## src/rtl/mult_seq_pkg.sv

```systemverilog
// -----------------------------------------------------------------------------
// mult_seq_pkg
// Shared types and constants for the sequential 24x24 multiplier.
//   - state_e : controller states (IDLE, RUN, DONE)
//   - pass_e  : partial-product pass encoding. Bit 1 selects the a-half and
//               bit 0 selects the b-half (0 = low, 1 = high).
//   - W/H/PW  : operand, half and product widths
//   - SHIFT_* : left shift applied to each pass's 24-bit partial product
//   - next_pass() : lowest enabled pass at or after a starting index
// -----------------------------------------------------------------------------
package mult_seq_pkg;

    localparam int W  = 24;
    localparam int H  = 12;
    localparam int PW = 48;

    typedef enum logic [1:0] {
        IDLE = 2'd0,
        RUN  = 2'd1,
        DONE = 2'd2
    } state_e;

    typedef enum logic [1:0] {
        PASS_LL = 2'd0,
        PASS_LH = 2'd1,
        PASS_HL = 2'd2,
        PASS_HH = 2'd3
    } pass_e;

    localparam int SHIFT_LL = 0;
    localparam int SHIFT_LH = H;
    localparam int SHIFT_HL = H;
    localparam int SHIFT_HH = 2 * H;

    // Returns {found, index} of the lowest set mask bit whose index is >= from.
    // 'from' is 3 bits wide so that "past the last pass" (4) can be expressed.
    function automatic logic [2:0] next_pass(input logic [3:0] mask,
                                             input logic [2:0] from);
        logic [2:0] r;
        r = 3'b000;
        for (int i = 3; i >= 0; i--) begin
            if ((i >= int'(from)) && mask[i]) begin
                r = {1'b1, 2'(i)};
            end
        end
        return r;
    endfunction

endpackage

```

## src/rtl/mult12.sv

```systemverilog
// -----------------------------------------------------------------------------
// mult12
// 12x12 unsigned combinational multiplier, shared across the passes of
// mult24_seq.
//   a_i : 12-bit multiplicand
//   b_i : 12-bit multiplier
//   p_o : 24-bit product
// -----------------------------------------------------------------------------
module mult12 (
    input  logic [11:0] a_i,
    input  logic [11:0] b_i,
    output logic [23:0] p_o
);

    assign p_o = 24'(a_i) * 24'(b_i);

endmodule

```

## src/rtl/mult24_seq.sv

```systemverilog
// -----------------------------------------------------------------------------
// mult24_seq
// Sequential 24x24 unsigned multiplier. A single 12x12 multiplier is
// time-multiplexed over up to four partial-product passes (LL, LH, HL, HH),
// and the results are accumulated into a 48-bit register. Only one job is in
// flight at a time.
//
// Ports
//   clk       : rising-edge clock
//   rst_n     : asynchronous active-low reset
//   in_valid  : operand pair valid
//   in_ready  : operands accepted this cycle (IDLE, or DONE with out_ready)
//   a, b      : 24-bit unsigned operands, sampled only at acceptance
//   out_valid : product valid, held until accepted
//   out_ready : consumer accepts the product
//   p         : 48-bit product, driven directly by the accumulator register
//
// Build option
//   MULT_SEQ_SKIP_EN : when defined, passes whose a-half or b-half is zero
//                      are skipped. LL always runs if every pass would be
//                      skipped. The product is the same in both builds.
// -----------------------------------------------------------------------------
module mult24_seq
    import mult_seq_pkg::*;
(
    input  logic          clk,
    input  logic          rst_n,
    input  logic          in_valid,
    output logic          in_ready,
    input  logic [W-1:0]  a,
    input  logic [W-1:0]  b,
    output logic          out_valid,
    input  logic          out_ready,
    output logic [PW-1:0] p
);

    state_e        state_q, state_d;
    pass_e         pass_q,  pass_d;
    logic [3:0]    mask_q,  mask_d;
    logic [W-1:0]  a_q,     a_d;
    logic [W-1:0]  b_q,     b_d;
    logic [PW-1:0] acc_q,   acc_d;

    logic [H-1:0]  mul_a, mul_b;
    logic [2*H-1:0] pp;
    logic [PW-1:0] pp_sh;
    logic [3:0]    accept_mask;
    logic [2:0]    first_sel;
    logic [2:0]    next_sel;
    logic          accept;

    // Operand-half muxes are steered by the pass encoding bits.
    assign mul_a = pass_q[1] ? a_q[W-1:H] : a_q[H-1:0];
    assign mul_b = pass_q[0] ? b_q[W-1:H] : b_q[H-1:0];

    mult12 u_mult12 (
        .a_i (mul_a),
        .b_i (mul_b),
        .p_o (pp)
    );

    always_comb begin
        pp_sh = '0;
        case (pass_q)
            PASS_LL: pp_sh = PW'(pp) << SHIFT_LL;
            PASS_LH: pp_sh = PW'(pp) << SHIFT_LH;
            PASS_HL: pp_sh = PW'(pp) << SHIFT_HL;
            PASS_HH: pp_sh = PW'(pp) << SHIFT_HH;
            default: pp_sh = '0;
        endcase
    end

    // The pass mask is computed from the live inputs, because it is only used
    // on the acceptance cycle. Bit index equals the pass encoding.
`ifdef MULT_SEQ_SKIP_EN
    always_comb begin
        accept_mask[PASS_LL] = (a[H-1:0] != '0) && (b[H-1:0] != '0);
        accept_mask[PASS_LH] = (a[H-1:0] != '0) && (b[W-1:H] != '0);
        accept_mask[PASS_HL] = (a[W-1:H] != '0) && (b[H-1:0] != '0);
        accept_mask[PASS_HH] = (a[W-1:H] != '0) && (b[W-1:H] != '0);
        // A zero operand still needs one pass to deliver the (zero) result.
        if (accept_mask == 4'b0000) begin
            accept_mask = 4'b0001;
        end
    end
`else
    assign accept_mask = 4'b1111;
`endif

    assign first_sel = next_pass(accept_mask, 3'd0);
    assign next_sel  = next_pass(mask_q, {1'b0, pass_q} + 3'd1);

    assign in_ready  = (state_q == IDLE) || ((state_q == DONE) && out_ready);
    assign accept    = in_valid && in_ready;
    assign out_valid = (state_q == DONE);
    assign p         = acc_q;

    always_comb begin
        state_d = state_q;
        pass_d  = pass_q;
        mask_d  = mask_q;
        a_d     = a_q;
        b_d     = b_q;
        acc_d   = acc_q;

        case (state_q)
            RUN: begin
                acc_d = acc_q + pp_sh;
                if (next_sel[2]) begin
                    pass_d = pass_e'(next_sel[1:0]);
                end else begin
                    state_d = DONE;
                end
            end
            DONE: begin
                if (out_ready && !in_valid) begin
                    state_d = IDLE;
                end
            end
            default: ;
        endcase

        // Acceptance covers both IDLE and the DONE->RUN handoff.
        if (accept) begin
            state_d = RUN;
            a_d     = a;
            b_d     = b;
            acc_d   = '0;
            mask_d  = accept_mask;
            pass_d  = pass_e'(first_sel[1:0]);
        end
    end

    always_ff @(posedge clk or negedge rst_n) begin
        if (!rst_n) begin
            state_q <= IDLE;
            pass_q  <= PASS_LL;
            mask_q  <= '0;
            a_q     <= '0;
            b_q     <= '0;
            acc_q   <= '0;
        end else begin
            state_q <= state_d;
            pass_q  <= pass_d;
            mask_q  <= mask_d;
            a_q     <= a_d;
            b_q     <= b_d;
            acc_q   <= acc_d;
        end
    end

endmodule

```

## config.mk

```make
export PLATFORM = sky130hd
export DESIGN_NAME = mult24_seq
export DESIGN_NICKNAME = d
export VERILOG_FILES = /design/src/rtl/mult_seq_pkg.sv /design/src/rtl/mult12.sv /design/src/rtl/mult24_seq.sv
export SDC_FILE = /design/constraint.sdc
export NUM_CORES = 1
export LEC_CHECK = 0
export CAP_MARGIN = 10
export CORE_ASPECT_RATIO = 0.6
export CORE_UTILIZATION = 61
export CTS_BUF_LIST = sky130_fd_sc_hd__clkbuf_4
export CTS_CLUSTER_DIAMETER = 40
export DETAILED_ROUTE_END_ITERATION = 12
export GPL_ROUTABILITY_DRIVEN = 1
export PLACE_DENSITY = 0.95
export SLEW_MARGIN = 20
export SYNTH_ARGS = -nofsm -noshare
export SYNTH_HDL_FRONTEND = slang
export SYNTH_SLANG_ARGS = --single-unit
```

## constraint.sdc

```tcl
create_clock -name clk -period 12.6 [get_ports clk]
set_clock_uncertainty 0.05 [all_clocks]
set_input_delay 1.89 -clock clk [delete_from_list [all_inputs] [get_ports clk]]
set_output_delay 1.89 -clock clk [all_outputs]
set_load 0.1 [all_outputs]
```

==> qor.yml, run 1 <==
global_route:
  track_usage: 0.350
  grt-ovfl-total: 0
  antenna_found_initial: 2
  grt_pass1_vias: 9929
  grt_first_pass_wirelength_mm: 52.8
  grt_max_degree: 72
run:
  max-cap-violations: 0
floorplanning:
  die_area_um2: 19700
  coreArea_um2: 18400
  design.portCount: 102
  initial_core_util: 0.634
  rows: 38
  fp.dieH_um: 109
  die_w_um: 180
cts:
  worstSkewPairLatency_ps: 540
  clk_path_buf_depth: 2
  cts_root_buf: "clkbuf_4"
  cts_hold_buf: 0
  cts_tree: "done"
  htree_levels: 3
  numClockSinks: 101
  numCtsBuffers: 9
  post-cts-setup-buffers: 0
  ctsResizeCount: 0
  clk_pin_slew_ps: 180
cells_and_area:
  syn2layout_area_growth_pct: 11.3
  drive_above_1_share: 0.0424
  nNetsFinal: 1748
  fin_cells: 1726
  n_fill_cell: 1410
timing:
  setup_viol: 0
  final.setup.tns_ps: 0
  min_period_ps: 10090
  tightest_slew_ps: 1140
  rsz0062_at_grt: "false"
  min_period_over_period: 0.801
  final-max-slew-violation-count: 0
  layout_setup_ws_ps: 2510
  finalHoldViolations: 0
  max_freq_mhz: 99.1
  slew_headroom: 0.242
placement:
  dp_slack_ps: 2700
  port_buffers: 101
  place_congestion: 0.991
  dp.final_hpwl_mm: 26.3
  dp_cells: 1710
setup_path:
  critPathMaxStageDelay_ps: 1060
  worst_path_max_delay_cell: "dfrtp_1"
  crit_fanout: 24
  crit_buf_inv: 4
  arrival_ps: 10520
  critPathKind: "reg2reg"
  cp.required_ps: 13030
  crit_family: "compound AO/OA/AOI/OAI gates"
  endpoint_kind: "flop"
  startpoint_type: "flop"
  crit_top_cell: "fa_1"
power:
  powerDensity_nw_per_um2: 103
  ir_worst_vdd_mv: 0.0858
  power_leakage_nw: 6.68
synthesis:
  synthFlopType: "dfrtp_1"
  yosys_warnings: 0
  syn_area_per_cell_um2: 8.26
  yosysSeqAreaShare: 0.217
  synth-edff-count: 0
  synth_cell_types: 64
  synth_top_area_share: 0.217
  syn-num-nets: 1676
  synthTopCellsByArea: "dfrtp_1 (22%), fa_1 (17%), ha_1 (12%)"
  ys_seq_elements: 101
  synth-async-reset-ratio: 1.00
  synth.cell_area_um2: 11600
  synth_area_leader_cell: "dfrtp_1"
  syn_inst: 1409
min_path:
  hold_path_class: "reg2reg"
routing:
  drt-vias-per-instance: 6.12
  wl_met3_mm: 4.73
  wl_met1_mm: 14.5
  post_drt_wl_per_cell_um: 19.0
  drt_wl_total_mm: 32.8
  drt_pass1_iterations: 5
  ant_nets: 0
  top_layer: "met5"
  wl_met2_mm: 13.1
  dr_total_vias: 10600
  detail_route.iter0.violations: 1142
  drc: 0
outcome:
  status: "finished, final reports clean"
## cells in the final DEF (no fill, tap or decap), types with 4 or more instances in the layout
cell | netlist | routed
o211ai_1 | 8 | 8
o21ai_1 | 36 | 36
dfrtp_1 | 101 | 101
nor3_1 | 15 | 15
xor2_1 | 25 | 25
nor2b_1 | 7 | 7
mux2_2 | 24 | 24
a22o_1 | 14 | 14
o22ai_1 | 8 | 8
o31ai_1 | 7 | 7
nand2_1 | 323 | 322
and2_1 | 33 | 32
fa_1 | 101 | 101
nor2_1 | 83 | 83
a211oi_1 | 4 | 4
nand3_1 | 35 | 35
a21o_1 | 27 | 27
a21oi_1 | 60 | 60
clkbuf_4 | 0 | 9
clkdlybuf4s50_1 | 0 | 100
nand2b_1 | 8 | 7
buf_4 | 1 | 6
and3_1 | 6 | 6
ha_1 | 114 | 114
a31oi_1 | 9 | 9
inv_1 | 156 | 156
nand4_1 | 7 | 7
o21ai_0 | 40 | 40
mux2i_1 | 18 | 18
xnor2_1 | 37 | 37
o21bai_1 | 9 | 9
## tightest hold or removal path, stage by stage (launching register included)
cell and delay (ps):
dfrtp_1 370, nand2_1 50, nand2_1 50
## cell type report
cell class | instances | area (um2) | share of cell area
diodes | 1 | 2.50 | 0.000193
well taps | 240 | 300 | 0.0232
flip-flops and latches | 101 | 2530 | 0.195
multi-input cells | 1106 | 8350 | 0.645
repair buffers | 106 | 1050 | 0.0807
inverters | 157 | 589 | 0.0455
clock buffers | 9 | 67.6 | 0.00521
clock inverters | 6 | 68.8 | 0.00531
## worst paths after layout
check                           startpoint  endpoint  slack, ps  cells after the start
worst max-delay path             pass_q[0]     p[47]       2510                     32
worst min-delay path               a_q[14]   a_q[14]        450                      2
worst min register to register     a_q[14]   a_q[14]        450                      2
min in group asynchronous            rst_n     p[11]       1270                      1
max in group asynchronous            rst_n   b_q[21]       9990                      2
worst max register to register   pass_q[0]     p[47]       2510                     32
## layer usage
metal / vias up / GRT usage
met1: 5059 / 0.520
met3: 49 / 0.129
met2: 636 / 0.479
li1: 4811 / -
met5: - / 0
met4: 4 / 0.0733
## state kept, by name (all words and copies together) (netlist names)
register	flops
a_q	24
b_q	24
mask_q	1
p	48
pass_q	2
state_q	2
## per-stage QoR
stage | power, mW | area (um2) | hold WS (ps) | util
finish | 1.34 | 13000 | 448 | 0.706
global route | 1.43 | 13000 | 478 | 0.706
CTS | 1.31 | 13000 | 450 | 0.706
detailed placement | 1.12 | 12800 | 414 | 0.698
global placement | 1.11 | 12800 | 406 | 0.698
floorplan | 0.917 | 11600 | 390 | -
## power by group
| part | internal, mW | leakage, nW | total (mW) | switching, mW |
|---|---|---|---|---|
| registers | 0.332 | 1.10 | 0.341 | 0.00884 |
| logic | 0.314 | 5.50 | 0.812 | 0.499 |
| clock network | 0.0611 | 0.0732 | 0.187 | 0.126 |
| total | 0.707 | 6.68 | 1.34 | 0.633 |
## cells by family after synthesis
kind of cell	count (synthesis)	share of synthesized area
compound gates	256	0.140
simple gates	531	0.195
xor+xnor	62	0.0467
buf+inv	202	0.0657
flops	101	0.217
fa+ha+maj	215	0.296
mux	42	0.0387
## Yosys cell counts (3+ instances only)
master and number:
a211oi_1 4, a21o_1 27, a21oi_1 60, a21oi_2 3, a22o_1 14, a22oi_1 3, a31oi_1 9, a41oi_1 3
and2_1 33, and3_1 6, clkbuf_1 41, dfrtp_1 101, fa_1 101, ha_1 114, inv_1 156, mux2_2 24
mux2i_1 18, nand2_1 323, nand2b_1 8, nand3_1 35, nand4_1 7, nor2_1 83, nor2b_1 7, nor3_1 15
o2111ai_1 3, o211ai_1 8, o21a_1 3, o21ai_0 40, o21ai_1 36, o21bai_1 9, o22ai_1 8, o31ai_1 7
or3_1 3, xnor2_1 37, xor2_1 25
(Power assumes the default switching activity.)
==> run 2, diff against run 1 <==
Settings changed: CORE_UTILIZATION 61 to 55, PLACE_DENSITY 0.95 to 0.91.
Clock period 12.6 ns to 9.2 ns, I/O delays scaled along.
==> run 2 against run 1 <==
Effect of this change: power rose by 39%; first-iteration DRC count is 7.4% lower; final cell count up 3.9%; largest cell class unchanged; largest power group unchanged; clock-buffer cell count did not move; clock power increased by 34%.
==> qor.yml, run 2 (synthesis results as in run 1) <==
floorplanning:
  rows: 40  # +5.3%
  coreArea_um2: 20400  # +11%
  design.portCount: 102  # unchanged
  die_area_um2: 21800  # +11%
  die_w_um: 190  # +5.3%
  fp.dieH_um: 115  # +5.2%
  initial_core_util: 0.571  # -0.0628
placement:
  port_buffers: 101  # unchanged
  place_congestion: 0.988  # -0.32%
  dp.final_hpwl_mm: 26.5  # +0.49%
power:
  intPower_mw: 0.980  # +39%
  powerDensity_nw_per_um2: 140  # +35%
  clock_power_share: 0.134  # -0.005
  p_comb_frac: 0.617  # +0.011
  switching_share: 0.476  # +0.00329
  p_seq_frac: 0.249  # -0.006
  netSwitchingPower_mw: 0.889  # +40%
  power.total_mw: 1.87  # +39%
  power_leakage_nw: 6.85  # +2.6%
  ir_worst_vdd_mv: 0.118  # +38%
setup_path:
  critPathKind: "reg2reg"
  worst_path_max_delay_cell: "fa_1"
  crit_fanout: 8  # -67%
  crit_top_cell: "fa_1"
  startpoint_type: "flop"
  arrival_ps: 9250  # -1270 ps
  r2r_slack_ps: 410  # -2100 ps
  critPathMaxStageDelay_ps: 540  # -520 ps
  endpoint_kind: "flop"
  cp.required_ps: 9660  # -3370 ps
routing:
  ant_nets: 0  # unchanged
  drc: 0  # unchanged
  drt_wl_total_mm: 33.5  # +2.2%
  top_layer: "met4"
  wl_met1_mm: 15.3  # +5.5%
  drt-vias-per-instance: 5.94  # -2.9%
  wl_met3_mm: 3.91  # -17%
  dr_total_vias: 10700  # +0.88%
  wl_met2_mm: 13.9  # +6.4%
  drt_pass1_iterations: 6  # +1
  detail_route.iter0.violations: 1057  # -7.4%
  post_drt_wl_per_cell_um: 18.7  # -1.7%
cts:
  numClockSinks: 101  # unchanged
  cts_root_buf: "clkbuf_4"
  worstSkewPairLatency_ps: 560  # +20 ps
  cts_tree: "done"
  clk_pin_slew_ps: 210  # +30 ps
  cts_hold_buf: 0  # unchanged
  htree_levels: 3  # unchanged
  clk_path_buf_depth: 2  # unchanged
  numCtsBuffers: 9  # unchanged
cells_and_area:
  layout_commonest_cell: "nand2_1"
  final_core_util: 0.657  # -0.0486
  multiInputGateArea_um2: 8450  # +1.2%
  nNetsFinal: 1783  # +2.0%
  drive_above_1_share: 0.0736  # +0.0312
  syn2layout_area_growth_pct: 15.0
  final_cell_mix: "nand2_1 (322), inv_1 (156), ha_1 (113)"
  seqCellArea_um2: 2530  # +0.20%
  n_fill_cell: 1634  # +16%
  antennaDiodeCount: 0  # -1
  largest_reg_flops: 48  # unchanged
outcome:
  status: "finished, final reports clean"
timing:
  final-max-slew-violation-count: 0  # unchanged
  slew_headroom: 0.291  # +0.0491
  min_period_ps: 8790  # -1300 ps
  max_freq_mhz: 114  # +15%
  finalHoldViolations: 0  # unchanged
  tightest_slew_ps: 1060  # -77.6 ps
  setup_viol: 0  # unchanged
  min_period_over_period: 0.956  # +0.154
global_route:
  grt-ovfl-total: 0  # unchanged
  antenna_found_initial: 0  # -2
  track_usage: 0.316  # -0.0339
  grt_first_pass_wirelength_mm: 53.2  # +0.69%
  grt_max_degree: 72  # unchanged
  grt_pass1_vias: 10100  # +2.0%
run:
  max-cap-violations: 0  # unchanged
min_path:
  hold_path_class: "reg2reg"
run 2: final timing paths:
check / startpoint / endpoint / depth (start not counted)
min in group asynchronous: rst_n / p[34] / 1
max reg2reg: pass_q[0] / p[47] / 32
max: pass_q[0] / p[47] / 32
min: b_q[0] / b_q[0] / 2
min reg2reg: b_q[0] / b_q[0] / 2
max in group asynchronous: rst_n / pass_q[0] / 2
run 2: per-stage QoR:
step | std cells | TNS [ps] | setup WS, ps | cell area [um2] | hold slack (ps)
after detailed placement | 1765 | 0 | 40.1 | 13000 | 414
final | 1794 | 0 | 408 | 13400 | 448
after floorplan | 1409 | 0 | 107 | 11600 | 390
after global routing | 1794 | -41.2 | -41.2 | 13400 | 479
after CTS | 1781 | 0 | 71.2 | 13200 | 453
after global placement | 1765 | 0 | 317 | 13000 | 405
run 2: power by group through the flow:
stage | combinational (mW) | clock [mW] | sequential [mW]
detailed placement | 1.08 | 0 | 0.474
floorplan | 0.787 | 0 | 0.469
global route | 1.25 | 0.268 | 0.468
CTS | 1.09 | 0.251 | 0.466
global placement | 1.06 | 0 | 0.473
finish | 1.15 | 0.250 | 0.466
run 2: final cells by class:
| cell class | instances | share of cell area |
|---|---|---|
| sequential | 101 | 0.189 |
| inverter | 157 | 0.0440 |
| clock buffer | 9 | 0.00505 |
| multi-input combinational | 1106 | 0.631 |
| clock inverter | 7 | 0.00505 |
| timing repair buffer | 141 | 0.0999 |
| tap | 273 | 0.0255 |
run 2: layer usage:
| metal | global-route usage | vias up |
|---|---|---|
| met5 | 0 | - |
| met4 | 0.0613 | 0 |
| met3 | 0.107 | 42 |
| met2 | 0.445 | 563 |
| met1 | 0.468 | 5179 |
| li1 | - | 4868 |
run 2: worst max-delay path, delay by kind of cell (launching register included):
| kind | cells | cell delay [ps] |
|---|---|---|
| fa+ha+maj | 7 | 3300 |
| compound gates | 13 | 2850 |
| mux | 2 | 610 |
| simple gates | 4 | 580 |
| flops | 1 | 510 |
| buf+inv | 4 | 430 |
| xor+xnor | 2 | 410 |
run 2: what timing repair did:
action,CTS,global route
setup endpoints to repair,1,13
resized for setup,1,21
pin swaps,0,7
buffers inserted,0,13
